[src/rtl/game_pkg.sv]
// Shared game definitions: top-level game state encodings, scroll step size
// and the scroll scheduler FSM state type.
package game_pkg;

  typedef enum logic [2:0] {
    GS_WAIT        = 3'd0,
    GS_INFORMATION = 3'd1,
    GS_GAME        = 3'd2,
    GS_WIN         = 3'd3,
    GS_LOSE        = 3'd4
  } game_state_e;

  localparam int MAX_STEP = 32;
  localparam int BUMP_W   = 10;

  typedef enum logic [1:0] {
    SCH_IDLE = 2'd0,
    SCH_RUN  = 2'd1,
    SCH_DONE = 2'd2
  } sched_state_e;

endpackage

[src/rtl/bump_fifo.sv]
// Small synchronous FIFO buffering bump amounts; flush empties it in one cycle.
module bump_fifo #(
  parameter int DEPTH = 4,
  parameter int WIDTH = 10
) (
  input  logic             clk,
  input  logic             rst,
  input  logic             push,
  input  logic [WIDTH-1:0] push_data,
  input  logic             pop,
  input  logic             flush,
  output logic [WIDTH-1:0] head,
  output logic             full,
  output logic             empty
);

  localparam int PTR_W = (DEPTH > 1) ? $clog2(DEPTH) : 1;
  localparam logic [PTR_W-1:0] LAST_IDX = PTR_W'(DEPTH - 1);
  localparam logic [PTR_W:0]   FULL_CNT = (PTR_W + 1)'(DEPTH);

  logic [WIDTH-1:0] mem [DEPTH];
  logic [PTR_W-1:0] wr_ptr;
  logic [PTR_W-1:0] rd_ptr;
  logic [PTR_W:0]   count;
  logic             push_ok;
  logic             pop_ok;

  assign full    = (count == FULL_CNT);
  assign empty   = (count == '0);
  assign push_ok = push && !full;
  assign pop_ok  = pop && !empty;
  assign head    = mem[rd_ptr];

  // Pointer and occupancy bookkeeping; pointers wrap modulo DEPTH.
  always_ff @(posedge clk or negedge rst) begin
    if (!rst) begin
      wr_ptr <= '0;
      rd_ptr <= '0;
      count  <= '0;
    end else if (flush) begin
      wr_ptr <= '0;
      rd_ptr <= '0;
      count  <= '0;
    end else begin
      if (push_ok) wr_ptr <= (wr_ptr == LAST_IDX) ? '0 : wr_ptr + 1'b1;
      if (pop_ok)  rd_ptr <= (rd_ptr == LAST_IDX) ? '0 : rd_ptr + 1'b1;
      case ({push_ok, pop_ok})
        2'b10:   count <= count + 1'b1;
        2'b01:   count <= count - 1'b1;
        default: count <= count;
      endcase
    end
  end

  // Storage array; contents are don't-care until written, so no reset.
  always_ff @(posedge clk) begin
    if (push_ok && !flush) mem[wr_ptr] <= push_data;
  end

endmodule

[src/rtl/scroll_scheduler.sv]
// Meters buffered jump bumps out as per-tick scroll steps, keeps the score
// and flags the win.
module scroll_scheduler
  import game_pkg::*;
#(
  parameter int          FIFO_DEPTH = 4,
  parameter logic [15:0] WIN_SCORE  = 16'd500
) (
  input  logic        clk,
  input  logic        rst,
  input  logic        tick,
  input  logic [2:0]  state,
  input  logic        hold,
  input  logic        bump_valid,
  input  logic [9:0]  bump_amt,
  output logic        bump_ready,
  output logic [5:0]  step,
  output logic        step_valid,
  output logic [15:0] score,
  output logic        win,
  output logic        busy,
  output logic        dropped
);

  localparam logic [9:0] STEP_ACC = 10'(MAX_STEP);
  localparam logic [5:0] STEP_OUT = 6'(MAX_STEP);

  sched_state_e fsm_q;
  sched_state_e fsm_d;
  logic [9:0]   acc;
  logic [9:0]   head;
  logic         fifo_full;
  logic         fifo_empty;
  logic         in_game;
  logic         flush;
  logic         run;
  logic         push;
  logic         pop;
  logic         tick_fire;
  logic         full_step;

  assign in_game   = (state == GS_GAME);
  assign flush     = !in_game || (fsm_q == SCH_IDLE);
  assign run       = in_game && (fsm_q == SCH_RUN);
  assign push      = run && bump_valid && bump_ready && (bump_amt != '0);
  assign pop       = run && (acc == '0) && !fifo_empty;
  assign tick_fire = run && tick && !win;
  assign full_step = hold || (acc >= STEP_ACC);
  assign busy      = (acc != '0) || !fifo_empty;

  bump_fifo #(
    .DEPTH (FIFO_DEPTH),
    .WIDTH (BUMP_W)
  ) u_bump_fifo (
    .clk       (clk),
    .rst       (rst),
    .push      (push),
    .push_data (bump_amt),
    .pop       (pop),
    .flush     (flush),
    .head      (head),
    .full      (fifo_full),
    .empty     (fifo_empty)
  );

  // Scheduler state register.
  always_ff @(posedge clk or negedge rst) begin
    if (!rst) fsm_q <= SCH_IDLE;
    else      fsm_q <= fsm_d;
  end

  // Next state and bump handshake; leaving GAME always returns to IDLE.
  always_comb begin
    fsm_d      = fsm_q;
    bump_ready = 1'b0;
    case (fsm_q)
      SCH_IDLE: if (in_game) fsm_d = SCH_RUN;
      SCH_RUN: begin
        bump_ready = !fifo_full;
        if (win) fsm_d = SCH_DONE;
      end
      SCH_DONE: fsm_d = SCH_DONE;
      default:  fsm_d = SCH_IDLE;
    endcase
    if (!in_game) fsm_d = SCH_IDLE;
  end

  // Accumulator: loads a new bump only once the previous one is spent.
  always_ff @(posedge clk or negedge rst) begin
    if (!rst)           acc <= '0;
    else if (flush)     acc <= '0;
    else if (pop)       acc <= head;
    else if (tick_fire) acc <= (acc >= STEP_ACC) ? acc - STEP_ACC : '0;
  end

  // Step output, score and win pulse; the win cycle itself takes no tick.
  always_ff @(posedge clk or negedge rst) begin
    if (!rst) begin
      step       <= '0;
      step_valid <= 1'b0;
      score      <= '0;
      win        <= 1'b0;
    end else if (flush) begin
      step       <= '0;
      step_valid <= 1'b0;
      win        <= 1'b0;
      if ((state == GS_WAIT) || (state == GS_INFORMATION)) score <= '0;
    end else if (tick_fire) begin
      step       <= full_step ? STEP_OUT : acc[5:0];
      step_valid <= 1'b1;
      if (full_step && (score != 16'hFFFF)) begin
        score <= score + 16'd1;
        win   <= ((score + 16'd1) == WIN_SCORE);
      end else begin
        win   <= 1'b0;
      end
    end else begin
      step_valid <= 1'b0;
      win        <= 1'b0;
    end
  end

  // Sticky overflow flag for bumps refused while running.
  always_ff @(posedge clk or negedge rst) begin
    if (!rst)                                   dropped <= 1'b0;
    else if (flush)                             dropped <= 1'b0;
    else if (run && bump_valid && !bump_ready)  dropped <= 1'b1;
  end

endmodule

[config.mk]
export PLATFORM = sky130hd
export DESIGN_NAME = scroll_scheduler
export DESIGN_NICKNAME = d
export VERILOG_FILES = /design/src/rtl/game_pkg.sv /design/src/rtl/bump_fifo.sv /design/src/rtl/scroll_scheduler.sv
export SDC_FILE = /design/constraint.sdc
export NUM_CORES = 1
export LEC_CHECK = 0
export ABC_AREA = 1
export CORE_UTILIZATION = 39
export CTS_CLUSTER_DIAMETER = 80
export CTS_CLUSTER_SIZE = 30
export DETAILED_ROUTE_END_ITERATION = 6
export HOLD_SLACK_MARGIN = 0.15
export SETUP_SLACK_MARGIN = 0.5
export SYNTH_ARGS = -nofsm -noshare
export SYNTH_HDL_FRONTEND = slang
export SYNTH_SLANG_ARGS = --single-unit
[constraint.sdc]
create_clock -name clk -period 2.5 [get_ports clk]
set_input_delay 0.5 -clock clk [delete_from_list [all_inputs] [get_ports clk]]
set_output_delay 0.5 -clock clk [all_outputs]
set_load 0.03 [all_outputs]
==> out/metrics.yaml, run 1 <==
sta:
  hold_violations: 0
  skew_ns: 0.01374
  max_freq_mhz: 499.7
  period_minus_slack_ns: 2.001
  holdWs_ns: 0.4834
  setup_slack_ns: 0.4989
  setup_viol: 0
  rsz0062_at_grt: "true"
  relSlewSlack_pct: 62.45
  final.setup.tns_ns: 0
  slew_violations: 0
  worst_pin_slew_ns: 0.5633
  period_share_pct: 80.04
power:
  p_clk_share_pct: 38.4
  swShare_pct: 25.36
  p_sw_uw: 645.0
  combPwrFrac_pct: 4.5
  seq_power_share_pct: 57.0
  powerDensity_nw_per_um2: 469.9
  p_int_mw: 1.898
  p_leak_nw: 2.469
  p_total_mw: 2.543
  ir_drop_mv: 0.3178
logic_synthesis:
  ys_types: 32
  yosysTopAreaCellShare_pct: 28.77
  syn-instance-count: 456
  synth_top_cell_by_area: "edfxtp_1"
  synth_nets: 484
  avgSynthCellArea_um2: 9.156
  synth_area_leaders: "edfxtp_1 (29%), dfrtp_1 (26%), nand2_1 (9.0%)"
  ys_ff_latch: 84
  synth_area_um2: 4175
  seq_area_frac_synth_pct: 55.14
  ys_warn_count: 0
flow_run:
  drv_cap: 0
final_layout:
  final_cell_mix: "nand2_1 (98), nor2_1 (55), buf_4 (52)"
  nFillCells: 980
  post-route-util_pct: 52.18
  drive_gt1_share_pct: 21.61
  nNetsFinal: 583
  antenna_cells: 0
  multi_input_area_um2: 1699
  syn2layout_area_growth_pct: 29.61
  ff_latch_area_um2: 2305
  final_common_cell: "nand2_1"
placed_design:
  place_hpwl_um: 6581
  port_buffers: 44
  place_ws_ns: -0.1708
  place_congestion: 0.8003
floorplanning:
  die_h_um: 105.5
  coreArea_um2: 10370
  initial_core_util_pct: 40.26
  row_count: 37
  dieArea_um2: 11120
  io_pins: 45
  die_w_um: 105.5
clock_tree:
  clockRootBuffer: "clkbuf_8"
  cts_tree: "yes"
  cts_buffers: 9
  clock_path_buffers: 2
  cts.clk_slew.worst_paths_ns: 0.10
  clk_latency_ns: 0.37
  htreeDepth: 3
  cts_num_sinks: 84
outcome:
  outcome: "complete, no violations"
drt:
  dr.first_iter.drc_count: 155
  via_count: 3376
  drc_errors: 0
  wl_per_cell_um: 13.15
  avgViaCountPerCell: 4.851
  drt-total-wl_um: 9153
  firstDrtPassIters: 4
  final_antenna_net_count: 0
global_route:
  grt_pass1_wl_um: 15890
  antenna_found_initial: 0
  grt_usage_pct: 18.22
  grt_pass1_vias: 3236
  grt_start_max_net_pins: 24
  grt_overflow: 0
setup_path:
  path_max_fanout: 4
  start_kind: "flop"
  crit_path_start: "u_bump_fifo.count[0]"
  crit_path_end_kind: "primary output"
  cp.arrival_ns: 1.50
  worstPathRequired_ns: 2.00
  reg2reg_from: "fsm_q[1]"
  path_class: "flop to primary output"
min_path:
  hp-class: "flop to flop"
  worstHoldStart: "step[2]"
-- per-layer routing --
layer	vias up	share of wire, %	GRT usage, %
met3	13	3.6	3.525
met4	0	1.4	6.338
li1	1701	-	-
met5	-	0	0
met1	1597	50	25.81
met2	65	45	27.87
-- logic make-up after synthesis --
kind of cell               after synthesis  share of synthesized area, %
adders and majority gates               10                         3.177
AOI/OAI and AO/OA                       65                         9.560
DFF                                     84                         55.14
buffers and inverters                   63                         5.904
and+or+nand+nor                        224                         24.12
xor gates and xnor gates                10                         2.098
-- power groups by stage --
stage               clock [mW]  combinational, mW  sequential, mW
floorplan                    0             0.0334            1.48
global placement             0              0.109            1.48
detailed placement           0              0.110            1.48
CTS                       1.01              0.108            1.45
global route              1.06              0.130            1.45
finish                   0.977              0.115            1.45
-- per-stage QoR --
| step | cell area (um2) | instances |
|---|---|---|
| after floorplan | 4218 | 456 |
| after global placement | 5035 | 661 |
| after detailed placement | 5035 | 661 |
| after CTS | 5300 | 686 |
| final | 5411 | 696 |
| after global routing | 5411 | 696 |
-- critical path: stages (launching register included) --
cell and delay (ns):
dfrtp_1 0.43, inv_1 0.09, nand3_1 0.11, nand2_1 0.18, inv_1 0.05, clkdlybuf4s15_2 0.27
-- registers in the layout (all words and copies together) (netlist names) --
| signal | count |
|---|---|
| acc | 10 |
| dropped | 1 |
| fsm_q | 2 |
| score | 16 |
| step | 6 |
| step_valid | 1 |
| u_bump_fifo.count | 3 |
| u_bump_fifo.mem | 40 |
| u_bump_fifo.rd_ptr | 2 |
| u_bump_fifo.wr_ptr | 2 |
| win | 1 |
-- Yosys cell counts --
library cell and n:
and2_0 1, o21ai_1 2, a22o_1 2, buf_6 1
o21bai_2 2, a21oi_1 4, inv_1 52, nand3_2 3
nand2_2 3, o21ai_4 1, nor2_2 8, xnor2_1 2
fa_1 1, clkbuf_1 6, nor3_1 3, buf_2 2
edfxtp_1 40, nor3b_1 1, nor2_4 4, dfrtp_1 44
nor2_1 57, o22ai_1 8, inv_2 2, nand2_1 100
nand4_1 10, ha_1 9, o21ai_2 8, o21ai_0 37
o31ai_1 1, xor2_1 8, nand3_1 32, nand2_4 2
-- repair_timing --
action | in CTS | in global routing
pin swaps | 11 | 3
setup endpoints to repair | 76 | 73
hold buffers | 1 | 0
buffers inserted | 8 | 10
gates resized for setup | 30 | 19
endpoints found under the hold margin | 21 | 0
-- worst paths after layout --
kind | depth (start not counted) | to | slack [ns]
hold reg to reg | 2 | step[2] | 0.48
hold / removal | 2 | step[2] | 0.48
setup reg to reg | 16 | u_bump_fifo.count[2] | 0.52
max in group asynchronous | 3 | acc[8] | 1.26
setup / recovery | 5 | bump_ready | 0.50
min in group asynchronous | 2 | score[11] | 0.65
-- layout make-up --
type	instances	area share, %
Inverter	54	4.023
Clock inverter	7	1.410
Tap cell	136	3.145
Clock buffer	9	2.289
Multi-Input combinational cell	309	31.40
Timing Repair Buffer	97	15.14
Sequential cell	84	42.59
Note: power is estimated with default switching activity, not from simulation.
==> run 2: changes to the inputs <==
Clock period 2.5 ns to 1.91 ns, I/O delays scaled along.
==> run 2 against run 1 <==
- the run now ends with setup timing left
- utilization up 7.5 points
- worst hold slack improved by 0.020 ns
- via count up 6.2%
- sequential share of layout area fell by 5.2 points
- wire length rose by 18%
- global-route usage grew 2.1 points
- sequential power up 31%
- die area stayed put
- combinational power up 68%
- critical endpoint is now u_bump_fifo.count[2]
- largest power group unchanged
==> out/metrics.yaml, run 2 (synthesis gave the netlist of run 1 again) <==
sta:
  max_freq_mhz: 492.3
  setup_slack_ns: -0.1214
  setup_viol: 43
  relSlewSlack_pct: 59.78
  worst_pin_slew_ns: 0.6033
  period_minus_slack_ns: 2.031
  rsz0062_at_grt: "true"
  period_share_pct: 106.4
  slew_violations: 0
  skew_ns: 0.01785
  hold_violations: 0
power:
  p_total_mw: 3.578
  powerDensity_nw_per_um2: 578.5
  ir_drop_mv: 0.3874
  p_leak_nw: 2.682
final_layout:
  final_common_cell: "nand2_1"
  top_regs: "u_bump_fifo.mem: 40 flops, score: 16 flops, acc: 10 flops"
  drive_gt1_share_pct: 42.71
  nNetsFinal: 620
  final_cell_mix: "nand2_1 (76), buf_4 (63), nor2_1 (44)"
  post-route-util_pct: 59.64
  antenna_cells: 0
  nFillCells: 907
  largest_reg_flops: 40
  syn2layout_area_growth_pct: 48.13
  regMostFlops: "u_bump_fifo.mem"
  multi_input_area_um2: 2037
  ff_latch_area_um2: 2315
  final_area_um2: 6185
clock_tree:
  cts_tree: "yes"
  cts_num_sinks: 84
  htreeDepth: 3
  clock_path_buffers: 2
  clockRootBuffer: "clkbuf_8"
  clk_latency_ns: 0.37
  cts_buffers: 9
  cts.clk_slew.worst_paths_ns: 0.10
global_route:
  grt_pass1_wl_um: 17570
  grt_start_max_net_pins: 45
  top_usage_layer: "met2"
  grt_pass1_vias: 3645
  grt.met3_usage_pct: 3.587
  grt_overflow: 0
  grt_use_met1_pct: 26.89
  antenna_found_initial: 0
  grt_usage_pct: 20.36
  use_met2_pct: 33.36
placed_design:
  place_congestion: 0.7913
  place_hpwl_um: 6731
  placed_cell_area_um2: 5253
  port_buffers: 44
  place_ws_ns: -0.6051
drt:
  via_count: 3584
  drc_errors: 0
  drt-total-wl_um: 10840
  firstDrtPassIters: 4
  dr.first_iter.drc_count: 143
  avgViaCountPerCell: 4.889
  final_antenna_net_count: 0
  wl_per_cell_um: 14.78
setup_path:
  ff2ff_setup_slack_ns: -0.12
  worstPathRequired_ns: 2.19
  path_class: "flop to flop"
  path_max_fanout: 3
  crit_path_end_kind: "flop"
  cp.arrival_ns: 2.31
  start_kind: "flop"
floorplanning:
  coreArea_um2: 10370
  die_w_um: 105.5
  die_h_um: 105.5
  row_count: 37
  initial_core_util_pct: 40.26
  dieArea_um2: 11120
  io_pins: 45
flow_run:
  drv_cap: 0
outcome:
  outcome: "finished with violations"
  violations: "setup timing"
min_path:
  hp-class: "flop to flop"
run 2: cell count changes in the layout (fill, tap and decap cells not counted), sizes merged, moves of 2 or more:
| cell | before | now |
|---|---|---|
| buf | 54 | 115 |
| clkdlybuf4s50 | 18 | 14 |
| clkdlybuf4s15 | 2 | 0 |
| bufinv | 0 | 2 |
| dlygate4sd2 | 18 | 1 |
| dlymetal6s2s | 4 | 1 |
run 2: final cells by class:
type | instances | share of cell area, %
multi-input combinational | 309 | 32.94
timing repair inverter | 1 | 0.1821
sequential | 84 | 37.43
tap | 136 | 2.751
inverter | 54 | 3.621
timing repair buffer | 133 | 19.36
clock inverter | 7 | 1.720
clock buffer | 9 | 2.003
run 2: metal layers:
layer,vias up,part of all wire (%)
met5,-,0
met4,0,1.6
met3,13,3.2
met2,65,49
met1,1718,46
li1,1788,-
run 2: what timing repair did:
| action | in CTS | in global routing |
|---|---|---|
| hold endpoints to repair | 44 | 0 |
| setup endpoints to repair | 110 | 95 |
| pin swaps | 27 | 28 |
| buffers inserted | 17 | 11 |
| gates cloned | 5 | 0 |
| resized for setup | 246 | 71 |
| hold buffers | 1 | 0 |
run 2: per-stage QoR:
stage | std cells | hold WS (ns) | setup TNS [ns]
after floorplan | 456 | 0.08641 | -2.008
after global placement | 683 | 0.4712 | -25.40
after detailed placement | 683 | 0.4835 | -25.62
after CTS | 722 | 0.5040 | -0.2011
after global routing | 733 | 0.5224 | -7.346
final | 733 | 0.5038 | -2.632
run 2: critical path, stage by stage, from the launching register on:
cell and delay, ns:
dfrtp_1 0.40, inv_2 0.07, ha_4 0.14, inv_2 0.04, nor2_4 0.08, nand2_2 0.08
nor2_4 0.12, nand2_2 0.06, nand2_2 0.09, inv_2 0.04, fa_2 0.36, xnor2_2 0.15
inv_1 0.06, nand2_1 0.07, nand2_1 0.05, nand3_1 0.06, nand2_1 0.05
run 2: final timing paths:
path | from | endpoint | cells after the start
max in group asynchronous | rst | score[3] | 3
hold reg to reg | step[2] | step[2] | 2
setup / recovery | fsm_q[1] | u_bump_fifo.count[2] | 16
min in group asynchronous | rst | score[10] | 3
hold / removal | step[2] | step[2] | 2
setup reg to reg | fsm_q[1] | u_bump_fifo.count[2] | 16
run 2: where the power goes:
| part | internal, mW | switching, mW | total (mW) |
|---|---|---|---|
| Combinational | 0.0957 | 0.0978 | 0.193 |
| Clock | 0.760 | 0.727 | 1.49 |
| Sequential | 1.90 | 0.00166 | 1.90 |
